===== src/rtl/mem_sched_pkg.sv =====
// Shared types and defaults for the I/D memory-port scheduler.
// Holds the FSM state encoding and the line-address mask helper.
`timescale 1ns/1ps
package mem_sched_pkg;

  localparam int s_offset_default     = 5;
  localparam int s_line_default       = 8 * (2 ** s_offset_default);
  localparam int starve_limit_default = 4;

  typedef enum logic [2:0] {
    IDLE  = 3'd0,
    RD_D  = 3'd1,
    RD_I  = 3'd2,
    WR_WB = 3'd3,
    RESP  = 3'd4
  } state_e;

  // Clears the in-line byte offset so addresses compare at line granularity.
  function automatic logic [31:0] line_addr(input logic [31:0] addr,
                                            input int unsigned offset_bits);
    line_addr = addr & ~((32'd1 << offset_bits) - 32'd1);
  endfunction

endpackage


===== src/rtl/mem_scheduler_wb_buffer.sv =====
// One-entry write-back buffer: line-aligned address, line data, valid flag,
// and line-match compares for the pending D and I request addresses.
`timescale 1ns/1ps
module wb_buffer
  import mem_sched_pkg::*;
#(
  parameter int s_offset = s_offset_default,
  parameter int s_line   = s_line_default
) (
  input  logic              clk,
  input  logic              rst,
  input  logic              load,
  input  logic              clear,
  input  logic [31:0]       load_addr,
  input  logic [s_line-1:0] load_data,
  input  logic [31:0]       addr_d,
  input  logic [31:0]       addr_i,
  output logic              valid,
  output logic [31:0]       addr,
  output logic [s_line-1:0] data,
  output logic              match_d,
  output logic              match_i
);

  always_ff @(posedge clk) begin
    if (rst) begin
      valid <= 1'b0;
      addr  <= '0;
      data  <= '0;
    end else if (load) begin
      valid <= 1'b1;
      addr  <= line_addr(load_addr, s_offset);
      data  <= load_data;
    end else if (clear) begin
      valid <= 1'b0;
    end
  end

  assign match_d = valid && (line_addr(addr_d, s_offset) == addr);
  assign match_i = valid && (line_addr(addr_i, s_offset) == addr);

endmodule


===== src/rtl/mem_scheduler.sv =====
// Arbitrates one line-granular memory port between I-cache reads and D-cache
// reads/write-backs, with a one-entry write-back buffer and I starvation bound.
`timescale 1ns/1ps
module mem_scheduler
  import mem_sched_pkg::*;
#(
  parameter int s_offset     = s_offset_default,
  parameter int s_line       = s_line_default,
  parameter int STARVE_LIMIT = starve_limit_default
) (
  input  logic              clk,
  input  logic              rst,
  input  logic              mem_read_i,
  input  logic [31:0]       mem_addr_i,
  input  logic              mem_read_d,
  input  logic              mem_write_d,
  input  logic [31:0]       mem_addr_d,
  input  logic [s_line-1:0] mem_wdata_d,
  input  logic              pmem_resp,
  input  logic [s_line-1:0] pmem_rdata,
  output logic              pmem_read,
  output logic              pmem_write,
  output logic [31:0]       pmem_addr,
  output logic [s_line-1:0] pmem_wdata,
  output logic              mem_resp_i,
  output logic              mem_resp_d,
  output logic [s_line-1:0] inst_rdata,
  output logic [s_line-1:0] data_rdata
);

  localparam int cnt_w = $clog2(STARVE_LIMIT + 1);

  state_e            state, state_next;
  logic [cnt_w-1:0]  starve_cnt;
  logic              starve_ok;
  logic              wb_load, wb_clear, wb_valid, match_d, match_i;
  logic [31:0]       wb_addr;
  logic [s_line-1:0] wb_data;
  logic              fast_resp_q, fast_resp_next;
  logic [s_line-1:0] fast_data_q, fast_data_next;

  wb_buffer #(.s_offset(s_offset), .s_line(s_line)) u_wb (
    .clk       (clk),
    .rst       (rst),
    .load      (wb_load),
    .clear     (wb_clear),
    .load_addr (mem_addr_d),
    .load_data (mem_wdata_d),
    .addr_d    (mem_addr_d),
    .addr_i    (mem_addr_i),
    .valid     (wb_valid),
    .addr      (wb_addr),
    .data      (wb_data),
    .match_d   (match_d),
    .match_i   (match_i)
  );

  assign starve_ok = (starve_cnt < cnt_w'(STARVE_LIMIT));

  // Requests are level valid/ready: a requester holds its request until it
  // sees its one-cycle resp, then drops it during the following RESP cycle.
  always_comb begin
    state_next     = state;
    wb_load        = 1'b0;
    wb_clear       = 1'b0;
    fast_resp_next = 1'b0;
    fast_data_next = '0;
    unique case (state)
      IDLE: begin
        if (mem_write_d && !wb_valid) begin
          wb_load        = 1'b1;
          fast_resp_next = 1'b1;
          state_next     = RESP;
        end else if (mem_read_d && match_d) begin
          fast_resp_next = 1'b1;
          fast_data_next = wb_data;
          state_next     = RESP;
        end else if (mem_read_d && (!mem_read_i || starve_ok)) begin
          state_next = RD_D;
        end else if (mem_read_i) begin
          // An I read of the buffered line must see the written data.
          state_next = match_i ? WR_WB : RD_I;
        end else if (wb_valid) begin
          state_next = WR_WB;
        end
      end
      RD_D, RD_I: if (pmem_resp) state_next = RESP;
      WR_WB: begin
        if (pmem_resp) begin
          wb_clear   = 1'b1;
          state_next = IDLE;
        end
      end
      RESP:    state_next = IDLE;
      default: state_next = IDLE;
    endcase
  end

  // Buffer-served completions are registered, so they appear in the RESP cycle.
  always_comb begin
    pmem_read  = 1'b0;
    pmem_write = 1'b0;
    pmem_addr  = '0;
    pmem_wdata = '0;
    mem_resp_i = 1'b0;
    mem_resp_d = fast_resp_q;
    inst_rdata = '0;
    data_rdata = fast_data_q;
    case (state)
      RD_D: begin
        pmem_read = 1'b1;
        pmem_addr = line_addr(mem_addr_d, s_offset);
        if (pmem_resp) begin
          mem_resp_d = 1'b1;
          data_rdata = pmem_rdata;
        end
      end
      RD_I: begin
        pmem_read = 1'b1;
        pmem_addr = line_addr(mem_addr_i, s_offset);
        if (pmem_resp) begin
          mem_resp_i = 1'b1;
          inst_rdata = pmem_rdata;
        end
      end
      WR_WB: begin
        pmem_write = 1'b1;
        pmem_addr  = wb_addr;
        pmem_wdata = wb_data;
      end
      default: ;
    endcase
  end

  always_ff @(posedge clk) begin
    if (rst) begin
      state       <= IDLE;
      starve_cnt  <= '0;
      fast_resp_q <= 1'b0;
      fast_data_q <= '0;
    end else begin
      state       <= state_next;
      fast_resp_q <= fast_resp_next;
      fast_data_q <= fast_data_next;
      if (state == IDLE && state_next == RD_I)
        starve_cnt <= '0;
      else if (state == IDLE && state_next == RD_D && mem_read_i && starve_ok)
        starve_cnt <= starve_cnt + 1'b1;
    end
  end

endmodule


===== config.mk =====
export PLATFORM = sky130hd
export DESIGN_NAME = mem_scheduler
export DESIGN_NICKNAME = d
export VERILOG_FILES = /design/src/rtl/mem_sched_pkg.sv /design/src/rtl/mem_scheduler_wb_buffer.sv /design/src/rtl/mem_scheduler.sv
export SDC_FILE = /design/constraint.sdc
export NUM_CORES = 1
export LEC_CHECK = 0
export CAP_MARGIN = 20
export CORE_AREA = 2 2 541 543
export DETAILED_ROUTE_END_ITERATION = 10
export DIE_AREA = 0 0 543 545
export GPL_ROUTABILITY_DRIVEN = 0
export PLACE_DENSITY = 0.38
export SLEW_MARGIN = 15
export SYNTH_ARGS = -nofsm -noshare
export SYNTH_HDL_FRONTEND = slang
export SYNTH_SLANG_ARGS = --single-unit

===== constraint.sdc =====
create_clock -name clk -period 3.2 [get_ports clk]
set_input_delay 0.32 -clock clk [delete_from_list [all_inputs] [get_ports clk]]
set_output_delay 0.32 -clock clk [all_outputs]
set_load 0.01 [all_outputs]

==> results of run 1 <==
-- how the worst min path moves through the flow --
stage / start / to / slack [ns] / depth (start not counted)
after global routing: mem_wdata_d[107] / u_wb.data[107] / 0.04 / 3
after floorplan: u_wb.data[0] / u_wb.data[0] / 0.44 / 2
after detailed placement: u_wb.data[36] / u_wb.data[36] / 0.45 / 2
final: mem_wdata_d[145] / u_wb.data[145] / 0.1 / 3
after global placement: u_wb.data[36] / u_wb.data[36] / 0.45 / 2
after CTS: mem_wdata_d[145] / u_wb.data[145] / 0.001 / 3
-- what timing repair did --
item | CTS | global route
gates resized for setup | 364 | 499
hold buffers | 24 | 0
cloned | 12 | 25
hold endpoints to repair | 73 | 0
pin swaps | 3 | 0
setup buffers | 28 | 46
endpoints found under the setup margin | 777 | 734
-- power groups by stage --
stage / clock (mW) / sequential (mW) / combinational (mW)
finish: 9.62 / 7.67 / 4.07
global route: 10.3 / 7.71 / 4.36
CTS: 10.0 / 7.67 / 4.00
detailed placement: 0 / 7.82 / 3.81
global placement: 0 / 7.82 / 3.80
floorplan: 0 / 7.50 / 1.52
-- state kept, by name (all words and copies together) (netlist names) --
name and count:
u_wb.addr 27, u_wb.valid 1, state 3, fast_resp_q 1, starve_cnt 3, u_wb.data 256, fast_data_q 256
-- worst min-delay path, cell delays in order --
cell             delay [ns]
clkdlybuf4s50_1        0.40
nand2_1                0.06
a21oi_1                0.06
-- cell families (layout without fill, tap and decap cells) --
logic type      count (synthesis)  after routing  synth area share (%)
buf+inv                       229           1754                  3.83
fa+ha+maj                       1              1                0.0508
other cells                     1             55                0.0152
compound gates                326            326                  7.00
xor+xnor                       54             54                  1.92
flops                         547            547                  44.5
simple gates                 1413           1413                  29.7
mux                           283            283                  12.9
-- layout by cell type, fill, tap and decap left out, types with 14 or more instances in the layout --
cell type        instances
nor2_1                  36
buf_2                   14
dlygate4sd3_1           24
buf_12                 154
a21oi_1                287
diode_2                 50
clkbuf_16              102
clkdlybuf4s15_1         21
dfxtp_1                544
a22oi_1                 28
dlygate4sd2_1           93
clkbuf_2                74
nand2_1                573
mux2_4                  32
buf_6                   37
mux2_2                 251
xor2_1                  35
buf_16                  19
xnor2_1                 19
buf_8                   17
buf_4                  134
and2_1                 760
clkdlybuf4s50_1        765
dlymetal6s2s_1         227
-- per-layer routing --
layer  GRT usage [%]  wire length, microns  vias up
met4            3.39                  6050      156
li1                -                     -    12200
met2            23.1                102000     1381
met1            16.6                 92700    12800
met5               0                  1040        -
met3            9.78                 33800      423
-- area by class of cell --
type / instances / area [sq um] / share of cell area [%]
sequential: 547 / 11000 / 22.0
clock inverter: 38 / 457 / 0.918
inverter: 3 / 11.3 / 0.0226
antenna: 50 / 125 / 0.252
timing repair buffer: 1603 / 18000 / 36.2
clock buffer: 110 / 2330 / 4.69
multi-input combinational: 2082 / 12900 / 26.0
tap: 3900 / 4880 / 9.81
==> flow_summary.json, run 1 <==
{
  "p_seq_share_pct": 35.9,
  "dpl-instance-area_sq_um": 44500,
  "grt_start_max_net_pins": 85,
  "post-dp-hpwl_microns": 192000,
  "grt_use_total_pct": 14.8,
  "synth_edf_count": 0,
  "fillers": 32500,
  "max_freq_mhz": 299,
  "yosysWarningCount": 0,
  "synth_area_leaders": "dfxtp_1 44%, and2_1 20%, mux2_2 13%, nand2_1 8.8%, a21oi_1 5.8%",
  "power_frac_clock_pct": 45.1,
  "wl_per_cell_microns": 28.3,
  "cp-endpoint": "data_rdata[216]",
  "leakage_nw": 23.1,
  "status": "complete, but fails checks",
  "row_count": 198,
  "relSlewSlack_pct": 46.2,
  "r2r-start": "u_wb.addr[10]",
  "fp.coreArea_sq_um": 290000,
  "fin_ws_ns": -0.139,
  "slew_viol_final": 0,
  "tightest_slew_ns": 0.800,
  "hold_violations": 0,
  "drtAntennaViolNets": 0,
  "ir_worst_vdd_uv": 341,
  "insertion_delay_ns": 0.78,
  "hold_ws_ns": 0.0958,
  "combPwrFrac_pct": 19.0,
  "grt_pass1_wl_microns": 286000,
  "remaining_drc_errors": 0,
  "fin_tns_setup_ns": -1.51,
  "cp_top_family": "buffers and inverters",
  "synthToLayoutAreaGrowth_pct": 102,
  "ys_top_cells_by_count": "769 x and2_1, 574 x nand2_1, 547 x dfxtp_1",
  "cp.depth": 7,
  "r2r_end": "fast_data_q[68]",
  "cts-root-buf": "clkbuf_16",
  "dp_cells": 8010,
  "crit_fanout": 7,
  "wl_microns": 236000,
  "power_density_nw_per_um2": 430,
  "cap_violations": 0,
  "yosysMostFrequentCell": "and2_1",
  "ys_seq_elements": 547,
  "yosysTopAreaCell": "dfxtp_1",
  "crit_type": "reg2out",
  "die_w_microns": 543,
  "globalRouteOverflowTotal": 0,
  "detail_route.vias_per_cell": 3.23,
  "rsz0062_at_grt": "true",
  "io-pin-count": 1386,
  "fin_util_pct": 17.1,
  "dieArea_sq_um": 296000,
  "finalSetupViolCount": 41,
  "worst_ep_arrival_time_ns": 3.02,
  "io_buffers": 1370,
  "drive_gt1_share_pct": 20.9,
  "critPathLaunchType": "register",
  "skew_ns": 0.0453,
  "syn_area_sq_um": 24600,
  "die_h_microns": 545,
  "syn_area_per_cell_sq_um": 8.62,
  "place_worst_setup_slack_ns": -0.380,
  "critPathBufInv": 4,
  "violations": "negative setup slack",
  "initial_utilization_pct": 8.48,
  "critPathLaunch": "state[1]",
  "clk_pin_slew_worst_paths_ns": 0.06,
  "cts_sinks": 547,
  "critical_path.endpoint_type": "output port",
  "vias": 26900,
  "stdcell_count": 8333,
  "netSwitchingPower_mw": 6.40,
  "ys_seq_area_share_pct": 44.5,
  "synth_cell_types": 36,
  "grt_pass1_vias": 26600,
  "cts_buffers": 84,
  "clockBufferDepth": 4,
  "dr.pass1.iters": 5,
  "hold_class": "in2reg",
  "synth_cells": 2854,
  "post-synth-top-area-fraction_pct": 44.5,
  "total_power_mw": 21.4,
  "post-route-min-period_ns": 3.34,
  "stdcell_area_sq_um": 49700,
  "period_share_pct": 104,
  "antenna_found_initial": 200,
  "power_switching_share_pct": 30.0,
  "slowest_stage": "clkdlybuf4s50_1",
  "cts_tree": "built",
  "rrSetupSlack_ns": 0.13,
  "cpPeakStageDelay_ns": 0.48,
  "cp.required_ns": 2.88,
  "cpMostUsedCell": "buf_8",
  "htree_levels": 3,
  "cp_cell_sequence": "nand2b_4, nor3b_4, buf_8, buf_16, buf_8, mux2_2, clkdlybuf4s50_1",
  "layout.nets": 4904,
  "ys_async_sr_fraction_pct": 0,
  "synth-main-ff-cell": "dfxtp_1",
  "ff2ff_path_depth": 8,
  "p_int_mw": 15.0,
  "detailedRoute.firstIterationViolations": 1131
}
Note: power is estimated with default switching activity, not from simulation.
==> run 2: changes to the inputs <==
--- a/config.mk
+++ b/config.mk
@@ -6,11 +6,11 @@
 export NUM_CORES = 1
 export LEC_CHECK = 0
 export CAP_MARGIN = 20
-export CORE_AREA = 2 2 541 543
+export CORE_AREA = 3 3 546 548
 export DETAILED_ROUTE_END_ITERATION = 10
-export DIE_AREA = 0 0 543 545
+export DIE_AREA = 0 0 549 551
 export GPL_ROUTABILITY_DRIVEN = 0
-export PLACE_DENSITY = 0.38
+export PLACE_DENSITY = 0.37
 export SLEW_MARGIN = 15
 export SYNTH_ARGS = -nofsm -noshare
 export SYNTH_HDL_FRONTEND = slang
==> constraint.sdc (replaced) <==
create_clock -name clk -period 3.4 [get_ports clk]
set_input_delay 0.34 -clock clk [delete_from_list [all_inputs] [get_ports clk]]
set_output_delay 0.34 -clock clk [all_outputs]
set_load 0.01 [all_outputs]
==> run 2 against run 1 <==
The run now ends clean. Via count decreased by 1.8%. Final cell count down 0.96%. Count of clock-buffer cells in the layout up 6. Non-clock buffer count decreased by 82. Clock power shrank 4.4%. Critical path depth unchanged. Sequential power down 6.6%. Highest routed layer unchanged.
==> flow_summary.json, run 2 (synthesis gave the netlist of run 1 again) <==
{
  "status": "completed",
  "period_share_pct": 97.7,
  "drive_gt1_share_pct": 18.3,
  "grt_use_total_pct": 15.3,
  "post-dp-hpwl_microns": 201000,
  "cp.required_ns": 3.06,
  "hold_class": "in2reg",
  "cap_violations": 0,
  "fin_tns_setup_ns": 0,
  "combPwrFrac_pct": 18.4,
  "multiInputGateArea_sq_um": 12800,
  "vias": 26500,
  "insertion_delay_ns": 0.80,
  "skew_ns": 0.0461,
  "post-route-min-period_ns": 3.32,
  "cts_sinks": 547,
  "relSlewSlack_pct": 38.5,
  "top_regs": "fast_data_q: 256 flops, u_wb.data: 256 flops, u_wb.addr: 27 flops",
  "row_count": 199,
  "antenna_found_initial": 221,
  "slew_viol_final": 0,
  "ir_worst_vdd_uv": 282,
  "globalRouteOverflowTotal": 0,
  "critical_path.endpoint_type": "output port",
  "rsz0062_at_grt": "true",
  "grt_pass1_wl_microns": 300000,
  "dieArea_sq_um": 302000,
  "cts_buffers": 82,
  "wl_microns": 243000,
  "cts_tree": "built",
  "netSwitchingPower_mw": 5.93,
  "p_int_mw": 14.1,
  "tightest_slew_ns": 0.922,
  "max_freq_mhz": 301,
  "fillers": 32900,
  "holdCritStartpoint": "mem_wdata_d[201]",
  "worst_ep_arrival_time_ns": 2.98,
  "grt_start_max_net_pins": 103,
  "cts-root-buf": "clkbuf_16",
  "synthToLayoutAreaGrowth_pct": 99.0,
  "critPathLaunch": "state[1]",
  "crit_fanout": 19,
  "dr.pass1.iters": 5,
  "final_common_cell": "clkdlybuf4s50_1",
  "finalSetupViolCount": 0,
  "critPathBufInv": 4,
  "drtAntennaViolNets": 0,
  "grt_pass1_vias": 26900,
  "stdcell_area_sq_um": 49000,
  "cp_top_family": "buffers and inverters",
  "htree_levels": 3,
  "r2r-start": "u_wb.addr[18]",
  "cpPeakStageDelay_ns": 0.50,
  "dpl-instance-area_sq_um": 45100,
  "crit_type": "reg2out",
  "detail_route.vias_per_cell": 3.21,
  "initial_utilization_pct": 8.39,
  "cp_cell_sequence": "nand2b_4, nor3b_4, buf_6, buf_16, buf_12, mux2_2, clkdlybuf4s50_1",
  "detailedRoute.firstIterationViolations": 1171,
  "p_seq_share_pct": 35.7,
  "regArea_sq_um": 11000,
  "hold_violations": 0,
  "fp.coreArea_sq_um": 294000,
  "hold_ws_ns": 0.0916,
  "wl_per_cell_microns": 29.4,
  "final_cell_mix": "889 x clkdlybuf4s50_1, 765 x and2_1, 573 x nand2_1, 545 x dfxtp_1, 287 x a21oi_1",
  "die_h_microns": 551,
  "io_buffers": 1370,
  "leakage_nw": 20.1,
  "die_w_microns": 549,
  "remaining_drc_errors": 0,
  "clk_pin_slew_worst_paths_ns": 0.06,
  "power_frac_clock_pct": 45.9,
  "critPathLaunchType": "register",
  "io-pin-count": 1386,
  "power_density_nw_per_um2": 409,
  "power_switching_share_pct": 29.6,
  "clockBufferDepth": 4,
  "layout.nets": 4820,
  "slowest_stage": "clkdlybuf4s50_1"
}
## run 2: changes by cell type in the layout (fill, tap and decap cells not counted), sizes merged, moves of 11 or more
cell / previous run / this run
buf: 375 / 350
clkbuf: 203 / 119
clkdlybuf4s15: 25 / 11
clkdlybuf4s50: 765 / 889
diode: 50 / 39
dlygate4sd2: 93 / 188
dlygate4sd3: 24 / 7
dlymetal6s2s: 227 / 68
## run 2: power groups by stage
stage	sequential, mW	clock [mW]	combinational, mW
floorplan	7.06	0	1.43
global placement	7.30	0	3.62
detailed placement	7.31	0	3.63
CTS	7.17	9.63	3.76
global route	7.20	9.79	3.97
finish	7.16	9.20	3.69
## run 2: final cells by class
class                   count  share of cell area, %
repair buffers           1521                   35.5
multi-input cells        2082                   26.1
flip-flops and latches    547                   22.4
well taps                3919                   10.0
clock buffers             116                   4.86
clock inverters            26                  0.917
diodes                     39                  0.199
inverters                   3                 0.0230
## run 2: worst reg2reg max path, cell delays in order (launching register included)
cell and delay (ns):
dfxtp_1 0.35, xor2_1 0.19, nor4_1 0.40, buf_4 0.18
nand4_1 0.15, or4_1 0.52, nor3_4 0.35, buf_12 0.28
buf_12 0.31, and2_1 0.19
## run 2: path summary, 6_finish.rpt
path	depth (start not counted)	end	slack, ns
max	7	data_rdata[232]	0.08
min	3	u_wb.data[201]	0.09
max reg2reg	9	fast_data_q[175]	0.45
min reg2reg	2	u_wb.data[211]	0.46
## run 2: layer usage
metal	share of wire [%]	track usage, %	up-vias	wire, microns
met5	0.54	0	-	1300
met4	2.5	3.06	198	6040
met3	15	10.0	445	35400
met2	43	24.1	1327	105000
met1	39	17.3	12500	94300
li1	-	-	12000	-
## run 2: what timing repair did
item / in CTS / in global routing
setup buffers: 18 / 10
pin swaps: 3 / 1
gates resized for setup: 272 / 104
endpoints found under the setup margin: 550 / 160
endpoints found under the hold margin: 36 / 0
cloned: 12 / 2
hold buffers: 7 / 0
## run 2: per-stage QoR
stage | power, mW | instances | setup WS (ns) | utilization [%]
4_1_cts | 20.6 | 8202 | -0.103 | 16.5
3_3_place_gp | 10.9 | 8024 | -0.0509 | 15.4
5_1_grt | 21.0 | 8222 | -0.0694 | 16.7
2_1_floorplan | 8.49 | 2858 | 1.10 | -
3_5_place_dp | 10.9 | 8024 | -0.115 | 15.4
6_report | 20.0 | 8253 | 0.0785 | 16.7
